$ cat config.mk
export PLATFORM = sky130hd
export DESIGN_NAME = exec_unit_gen2
export DESIGN_NICKNAME = d
export VERILOG_FILES = /design/src/rtl/exec_unit_gen2.sv
export SDC_FILE = /design/constraint.sdc
export NUM_CORES = 1
export LEC_CHECK = 0
export CAP_MARGIN = 20
export CORE_MARGIN = 4
export CORE_UTILIZATION = 40
export CTS_CLUSTER_DIAMETER = 200
export DETAILED_ROUTE_END_ITERATION = 7
export PLACE_DENSITY = 0.62
export SYNTH_ARGS = -nofsm -noshare
export SYNTH_HDL_FRONTEND = slang
export SYNTH_SLANG_ARGS = --single-unit
$ cat constraint.sdc
create_clock -name clk -period 9.4 [get_ports clk]
set_clock_uncertainty 0.15 [all_clocks]
set_input_delay 2.82 -clock clk [delete_from_list [all_inputs] [get_ports clk]]
set_output_delay 2.82 -clock clk [all_outputs]
set_load 0.03 [all_outputs]
$ cat src/rtl/exec_unit_gen2.sv
// exec_unit_gen2: register file, ALU with registered c/n/z flags, PC, IR and a
// circular hardware return-address stack; all state commits are gated by mem_rdy.

module exec_unit_gen2 #(
    parameter int DW        = 16,
    parameter int RAW       = 3,
    parameter int IMM_W     = 8,
    parameter int RAS_DEPTH = 4
) (
    input  logic           clk,
    input  logic           reset,
    input  logic [RAW-1:0] w_adr,
    input  logic [RAW-1:0] r_adr,
    input  logic [RAW-1:0] s_adr,
    input  logic [3:0]     alu_op,
    input  logic           s_sel,
    input  logic           reg_w_en,
    input  logic           ir_ld,
    input  logic           pc_ld,
    input  logic           pc_inc,
    input  logic [1:0]     pc_sel,
    input  logic           call,
    input  logic           adr_sel,
    input  logic [DW-1:0]  d_in,
    input  logic           mem_rdy,
    output logic [DW-1:0]  address,
    output logic [DW-1:0]  d_out,
    output logic [DW-1:0]  ir_out,
    output logic           c,
    output logic           n,
    output logic           z,
    output logic           ras_full,
    output logic           ras_empty,
    output logic           ras_err
);
    localparam int NREG = 2 ** RAW;
    localparam int PW   = $clog2(RAS_DEPTH);

    logic [DW-1:0]           rf_r [NREG];
    logic [DW-1:0]           pc_r;
    logic [DW-1:0]           ir_r;
    logic                    c_r;
    logic                    n_r;
    logic                    z_r;
    logic [DW-1:0]           ras_r [RAS_DEPTH];
    logic [PW-1:0]           ras_ptr_r;
    logic [PW:0]             ras_cnt_r;
    logic                    ras_err_r;

    logic                    en_s;
    logic [DW-1:0]           r_op_s;
    logic [DW-1:0]           s_op_s;
    logic [DW-1:0]           alu_res_s;
    logic                    alu_c_s;
    logic [DW:0]             ext_s;
    logic signed [IMM_W-1:0] imm_s;
    logic [DW-1:0]           branch_tgt_s;
    logic [DW-1:0]           pc_plus1_s;
    logic [DW-1:0]           pc_nxt_s;
    logic                    push_s;
    logic                    pop_s;
    logic [PW-1:0]           ras_top_idx_s;
    logic [DW-1:0]           ras_top_s;
    logic                    ras_empty_s;
    logic                    ras_full_s;
    logic                    ras_wr_s;
    logic [PW-1:0]           ras_wr_idx_s;
    logic [PW-1:0]           ras_ptr_nxt_s;
    logic [PW:0]             ras_cnt_nxt_s;
    logic                    ras_err_set_s;

    assign en_s          = mem_rdy;
    assign r_op_s        = rf_r[r_adr];
    assign s_op_s        = s_sel ? d_in : rf_r[s_adr];
    assign imm_s         = ir_r[IMM_W-1:0];
    assign branch_tgt_s  = pc_r + DW'(imm_s);
    assign pc_plus1_s    = pc_r + DW'(1'b1);
    assign push_s        = call & pc_ld;
    assign pop_s         = pc_ld & (pc_sel == 2'd2);
    // ras_ptr_r is the next free slot, so the top lives one below it.
    assign ras_top_idx_s = ras_ptr_r - PW'(1'b1);
    assign ras_top_s     = ras_r[ras_top_idx_s];
    assign ras_empty_s   = (ras_cnt_r == {(PW+1){1'b0}});
    assign ras_full_s    = (ras_cnt_r == (PW+1)'(RAS_DEPTH));

    assign address   = adr_sel ? r_op_s : pc_r;
    assign d_out     = alu_res_s;
    assign ir_out    = ir_r;
    assign c         = c_r;
    assign n         = n_r;
    assign z         = z_r;
    assign ras_full  = ras_full_s;
    assign ras_empty = ras_empty_s;
    assign ras_err   = ras_err_r;

    // ALU: result and carry/borrow/shifted-out bit for the selected operation.
    always_comb begin
        alu_res_s = s_op_s;
        alu_c_s   = 1'b0;
        ext_s     = {(DW+1){1'b0}};
        case (alu_op)
            4'h0: alu_res_s = s_op_s;
            4'h1: alu_res_s = r_op_s;
            4'h2: begin
                ext_s     = {1'b0, r_op_s} + {1'b0, s_op_s};
                alu_res_s = ext_s[DW-1:0];
                alu_c_s   = ext_s[DW];
            end
            4'h3: begin
                alu_res_s = r_op_s - s_op_s;
                alu_c_s   = (r_op_s < s_op_s);
            end
            4'h4: alu_res_s = r_op_s & s_op_s;
            4'h5: alu_res_s = r_op_s | s_op_s;
            4'h6: alu_res_s = r_op_s ^ s_op_s;
            4'h7: alu_res_s = ~s_op_s;
            4'h8: begin
                ext_s     = {1'b0, s_op_s} + (DW+1)'(1'b1);
                alu_res_s = ext_s[DW-1:0];
                alu_c_s   = ext_s[DW];
            end
            4'h9: begin
                alu_res_s = s_op_s - DW'(1'b1);
                alu_c_s   = (s_op_s == {DW{1'b0}});
            end
            4'hA: begin
                alu_res_s = {s_op_s[DW-2:0], 1'b0};
                alu_c_s   = s_op_s[DW-1];
            end
            4'hB: begin
                alu_res_s = {1'b0, s_op_s[DW-1:1]};
                alu_c_s   = s_op_s[0];
            end
            4'hC: begin
                alu_res_s = {s_op_s[DW-1], s_op_s[DW-1:1]};
                alu_c_s   = s_op_s[0];
            end
            default: alu_res_s = s_op_s;
        endcase
    end

    // Next PC: load has priority over increment; popping an empty stack holds.
    always_comb begin
        pc_nxt_s = pc_r;
        if (pc_ld) begin
            case (pc_sel)
                2'd0: pc_nxt_s = branch_tgt_s;
                2'd1: pc_nxt_s = alu_res_s;
                2'd2: begin
                    if (ras_empty_s) begin
                        pc_nxt_s = pc_r;
                    end else begin
                        pc_nxt_s = ras_top_s;
                    end
                end
                default: pc_nxt_s = pc_r;
            endcase
        end else if (pc_inc) begin
            pc_nxt_s = pc_plus1_s;
        end else begin
            pc_nxt_s = pc_r;
        end
    end

    // RAS control: push/pop/replace-top decisions and error detection.
    always_comb begin
        ras_wr_s      = 1'b0;
        ras_wr_idx_s  = ras_ptr_r;
        ras_ptr_nxt_s = ras_ptr_r;
        ras_cnt_nxt_s = ras_cnt_r;
        ras_err_set_s = 1'b0;
        if (push_s && pop_s) begin
            if (ras_empty_s) begin
                ras_wr_s      = 1'b1;
                ras_ptr_nxt_s = ras_ptr_r + PW'(1'b1);
                ras_cnt_nxt_s = (PW+1)'(1'b1);
                ras_err_set_s = 1'b1;
            end else begin
                ras_wr_s     = 1'b1;
                ras_wr_idx_s = ras_top_idx_s;
            end
        end else if (pop_s) begin
            if (ras_empty_s) begin
                ras_err_set_s = 1'b1;
            end else begin
                ras_ptr_nxt_s = ras_top_idx_s;
                ras_cnt_nxt_s = ras_cnt_r - (PW+1)'(1'b1);
            end
        end else if (push_s) begin
            // A full stack wraps onto its oldest entry, which sits at ras_ptr_r.
            ras_wr_s      = 1'b1;
            ras_ptr_nxt_s = ras_ptr_r + PW'(1'b1);
            if (ras_full_s) begin
                ras_err_set_s = 1'b1;
            end else begin
                ras_cnt_nxt_s = ras_cnt_r + (PW+1)'(1'b1);
            end
        end else begin
            ras_wr_s = 1'b0;
        end
    end

    // Register file: cleared by reset, written with the ALU result on commit.
    always_ff @(posedge clk or posedge reset) begin
        if (reset) begin
            for (int i = 0; i < NREG; i++) begin
                rf_r[i] <= {DW{1'b0}};
            end
        end else if (en_s && reg_w_en) begin
            rf_r[w_adr] <= alu_res_s;
        end
    end

    // PC, IR and flags registers.
    always_ff @(posedge clk or posedge reset) begin
        if (reset) begin
            pc_r <= {DW{1'b0}};
            ir_r <= {DW{1'b0}};
            c_r  <= 1'b0;
            n_r  <= 1'b0;
            z_r  <= 1'b0;
        end else if (en_s) begin
            pc_r <= pc_nxt_s;
            if (ir_ld) begin
                ir_r <= d_in;
            end
            if (reg_w_en) begin
                c_r <= alu_c_s;
                n_r <= alu_res_s[DW-1];
                z_r <= (alu_res_s == {DW{1'b0}});
            end
        end
    end

    // Return-address stack storage, pointer, occupancy and sticky error.
    always_ff @(posedge clk or posedge reset) begin
        if (reset) begin
            for (int i = 0; i < RAS_DEPTH; i++) begin
                ras_r[i] <= {DW{1'b0}};
            end
            ras_ptr_r <= {PW{1'b0}};
            ras_cnt_r <= {(PW+1){1'b0}};
            ras_err_r <= 1'b0;
        end else if (en_s) begin
            if (ras_wr_s) begin
                ras_r[ras_wr_idx_s] <= pc_plus1_s;
            end
            ras_ptr_r <= ras_ptr_nxt_s;
            ras_cnt_r <= ras_cnt_nxt_s;
            ras_err_r <= ras_err_r | ras_err_set_s;
        end
    end

endmodule

==> flow_metrics.py <==
metrics = {
    "die": {
        "initial_core_util_pct": 40.8,
        "dieArea_sq_mm": 0.0465,
        "die_h_um": 216,
        "std_cell_rows": 75,
        "io_pins": 95,
        "core_area_sq_mm": 0.0422,
        "die_x_um": 216,
    },
    "yosys": {
        "synth-compound-area-share_pct": 18.2,
        "ys.flop_type": "dfrtp_1",
        "synth-simple-area-share_pct": 14.0,
        "ys_warn_count": 0,
        "synth_top_family_by_area": "multiplexers",
        "synthTopCellsByCount": "dfrtp_1 (233), nor2_1 (168), a21oi_1 (153)",
        "synthArstFlopShare_pct": 100,
        "synthXorXnorAreaFrac_pct": 2.69,
        "syn_area_per_cell_sq_um": 9.59,
        "synth_cell_types": 96,
        "synth_area_leaders": "dfrtp_1 (34%), mux2_2 (9.3%), mux4_2 (7.8%)",
        "yosys.area.top_type": "dfrtp_1",
        "seq_area_frac_synth_pct": 33.8,
        "ys_ff_latch": 233,
        "yosysTopAreaCellShare_pct": 33.8,
        "synth_edf_count": 0,
        "synthMuxAreaShare_pct": 20.7,
        "synth_area_sq_mm": 0.0172,
        "synthAdderAreaFrac_pct": 5.43,
        "yosysMostFrequentCell": "dfrtp_1",
        "syn_nets": 1912,
        "netlist_instances": 1798,
    },
    "route": {
        "vias": 15900,
        "met1Wirelength_um": 25800,
        "wl_per_cell_um": 22.7,
        "drt-total-wl_um": 60900,
        "first_iter_violations": 1471,
        "top_layer_used": "met4",
        "viasPerCell": 5.93,
        "route.detailed.drc": 0,
        "dr.pass1.iters": 6,
        "wl_met2_um": 29400,
        "met3WireLength_um": 3740,
        "antenna_left": 0,
    },
    "global_routing": {
        "grt_max_degree": 86,
        "grt_pass1_vias": 15900,
        "grt_usage_pct": 25.3,
        "grt_pass1_wl_um": 93800,
        "overflow": 0,
        "antenna_found_initial": 0,
    },
    "layout": {
        "final_nets": 2241,
        "post-route-cell-area_sq_mm": 0.0224,
        "nFillCells": 3833,
        "antenna_cells": 0,
        "instances_no_fill": 2683,
        "layout-drive-gt1-share_pct": 33.9,
        "areaGrowthSynthToFinish_pct": 30.0,
    },
    "clock_tree": {
        "clkLatencyLatePin_ns": 0.53,
        "cts_buffers": 24,
        "holdBufCountCts": 0,
        "cts-root-buf": "clkbuf_16",
        "cts_tree": "done",
        "clkTransAtPathRegs_ns": 0.06,
        "cts.path.max_buffers": 3,
        "clock_sinks": 233,
        "ctsHtreeMaxLevel": 1,
    },
    "status": {
        "status": "finished with violations",
        "violations": "negative setup slack",
    },
    "timing": {
        "finalCriticalPeriod_ns": 9.42,
        "tightest_slew_ns": 1.10,
        "max_clock_freq_mhz": 106,
        "period_share_pct": 100,
        "grt_setup_unrepaired": "yes",
        "finalHoldViolations": 0,
        "layout_setup_ws_ns": -0.0231,
        "finalSetupViolCount": 1,
        "relSlewSlack_pct": 26.6,
        "slew_viol_final": 0,
    },
    "placement": {
        "placed_area_sq_mm": 0.0207,
        "dp.cells": 2608,
        "port_buffers": 94,
        "hpwl_um": 46300,
        "place.gp.congestion": 0.992,
    },
    "worst_hold_path": {
        "hold_path.class": "reg2reg",
    },
    "worst_setup_path": {
        "required_ns": 6.43,
        "start_kind": "primary input",
        "criticalPathCategory": "in2out",
        "end_kind": "output port",
        "cp_max_fo": 6,
        "worstPathArrival_ns": 6.45,
    },
    "pwr": {
        "powerDensity_mw_per_mm2": 277,
        "leakagePower_nw": 9.68,
        "irDropWorstVdd_mv": 0.206,
    },
    "run": {
        "drv_cap": 0,
    },
}
## layout by cell type, fill, tap and decap left out, types with 13 or more instances in the layout
master	n
nand2_1	122
o21ai_0	91
xnor2_1	34
a21oi_1	146
nor2_1	164
a221oi_1	15
mux2_2	140
a31oi_1	21
nor2b_1	13
or3_1	13
and3_1	17
nand2b_1	18
ha_1	57
nand3_1	34
clkdlybuf4s50_1	71
clkbuf_16	25
inv_1	59
dfrtp_1	233
mux4_2	60
nor3_1	34
xor2_1	18
buf_4	321
mux2i_1	46
o21ai_1	14
buf_12	22
## where the power goes
group	leakage, nW	internal, mW	switching [mW]
Clock	0.376	0.527	0.388
Combinational	6.45	1.75	1.80
Sequential	2.85	1.41	0.332
Total	9.68	3.69	2.52
## critical path: stages
cell and delay [ns]:
buf_12 0.11, buf_16 0.13, buf_6 0.12, mux2i_1 0.11, a22o_1 0.25, o31a_1 0.38
ha_4 0.34, buf_6 0.10, o211ai_1 0.08, buf_4 0.15, a2111o_1 0.42, nand3_2 0.11
a311o_1 0.22, xnor2_1 0.15, nor2_1 0.09, a211o_1 0.29, o31ai_4 0.20, a21oi_2 0.10
buf_4 0.15, buf_12 0.13
## registers in the layout, summed over array words and instances, names as in the netlist
| signal | flops |
|---|---|
| rf_r | 128 |
| ras_ptr_r | 2 |
| c | 1 |
| z | 1 |
| ras_err | 1 |
| ras_cnt_r | 3 |
| ras_r | 64 |
| pc_r | 16 |
| ir_out | 16 |
| n | 1 |
## final cells by class
type                       count  area, sq um  share of cell area [%]
clock buffer                  37          721                    3.22
clock inverter                 6         33.8                   0.151
inverter                      74          292                    1.30
multi-input combinational   1361        11100                    49.4
sequential                   233         5830                    26.0
tap                          539          674                    3.01
timing repair buffer         433         3790                    16.9
## kinds of logic after synthesis
group,count (synthesis)
and+or+nand+nor,495
AOI/OAI and AO/OA,479
muxes,261
DFF,233
buffers and inverters,204
adders and majority gates,73
xor gates and xnor gates,53
## repair_timing
action	in CTS	in global routing
gates resized for setup	89	59
setup buffers	13	18
gates cloned	2	0
pin swaps	23	36
endpoints found under the setup margin	10	10
## worst paths after layout
| check | startpoint | end | slack [ns] | depth (start not counted) |
|---|---|---|---|---|
| worst min register to register | ras_err | ras_err | 0.33 | 1 |
| min in group asynchronous | reset | ir_out[0] | 2.60 | 2 |
| worst max register to register | rf_r[3] | z | 4.70 | 17 |
| max in group asynchronous | reset | rf_r[124] | 5.03 | 3 |
| worst min-delay path | ras_err | ras_err | 0.33 | 1 |
| worst max-delay path | s_adr[0] | d_out[12] | -0.02 | 20 |
## through the flow
stage	total power [mW]	setup slack, ns	setup TNS [ns]	hold slack [ns]	util, %
2_1_floorplan	3.66	-0.0428	-0.0428	0.295	-
3_3_place_gp	4.92	-0.461	-3.18	0.307	49.0
3_5_place_dp	5.01	-0.529	-3.29	0.312	49.0
4_1_cts	6.06	-0.0207	-0.0207	0.325	52.0
5_1_grt	6.59	-0.126	-0.482	0.349	53.1
6_report	6.21	-0.0231	-0.0231	0.326	53.1
## layer usage
metal / vias to the layer above / track usage [%]
met5: - / 0
li1: 7328 / -
met2: 561 / 43.2
met3: 114 / 3.49
met1: 7897 / 33.8
met4: 0 / 7.30
Note: power is estimated with default switching activity, not from simulation.
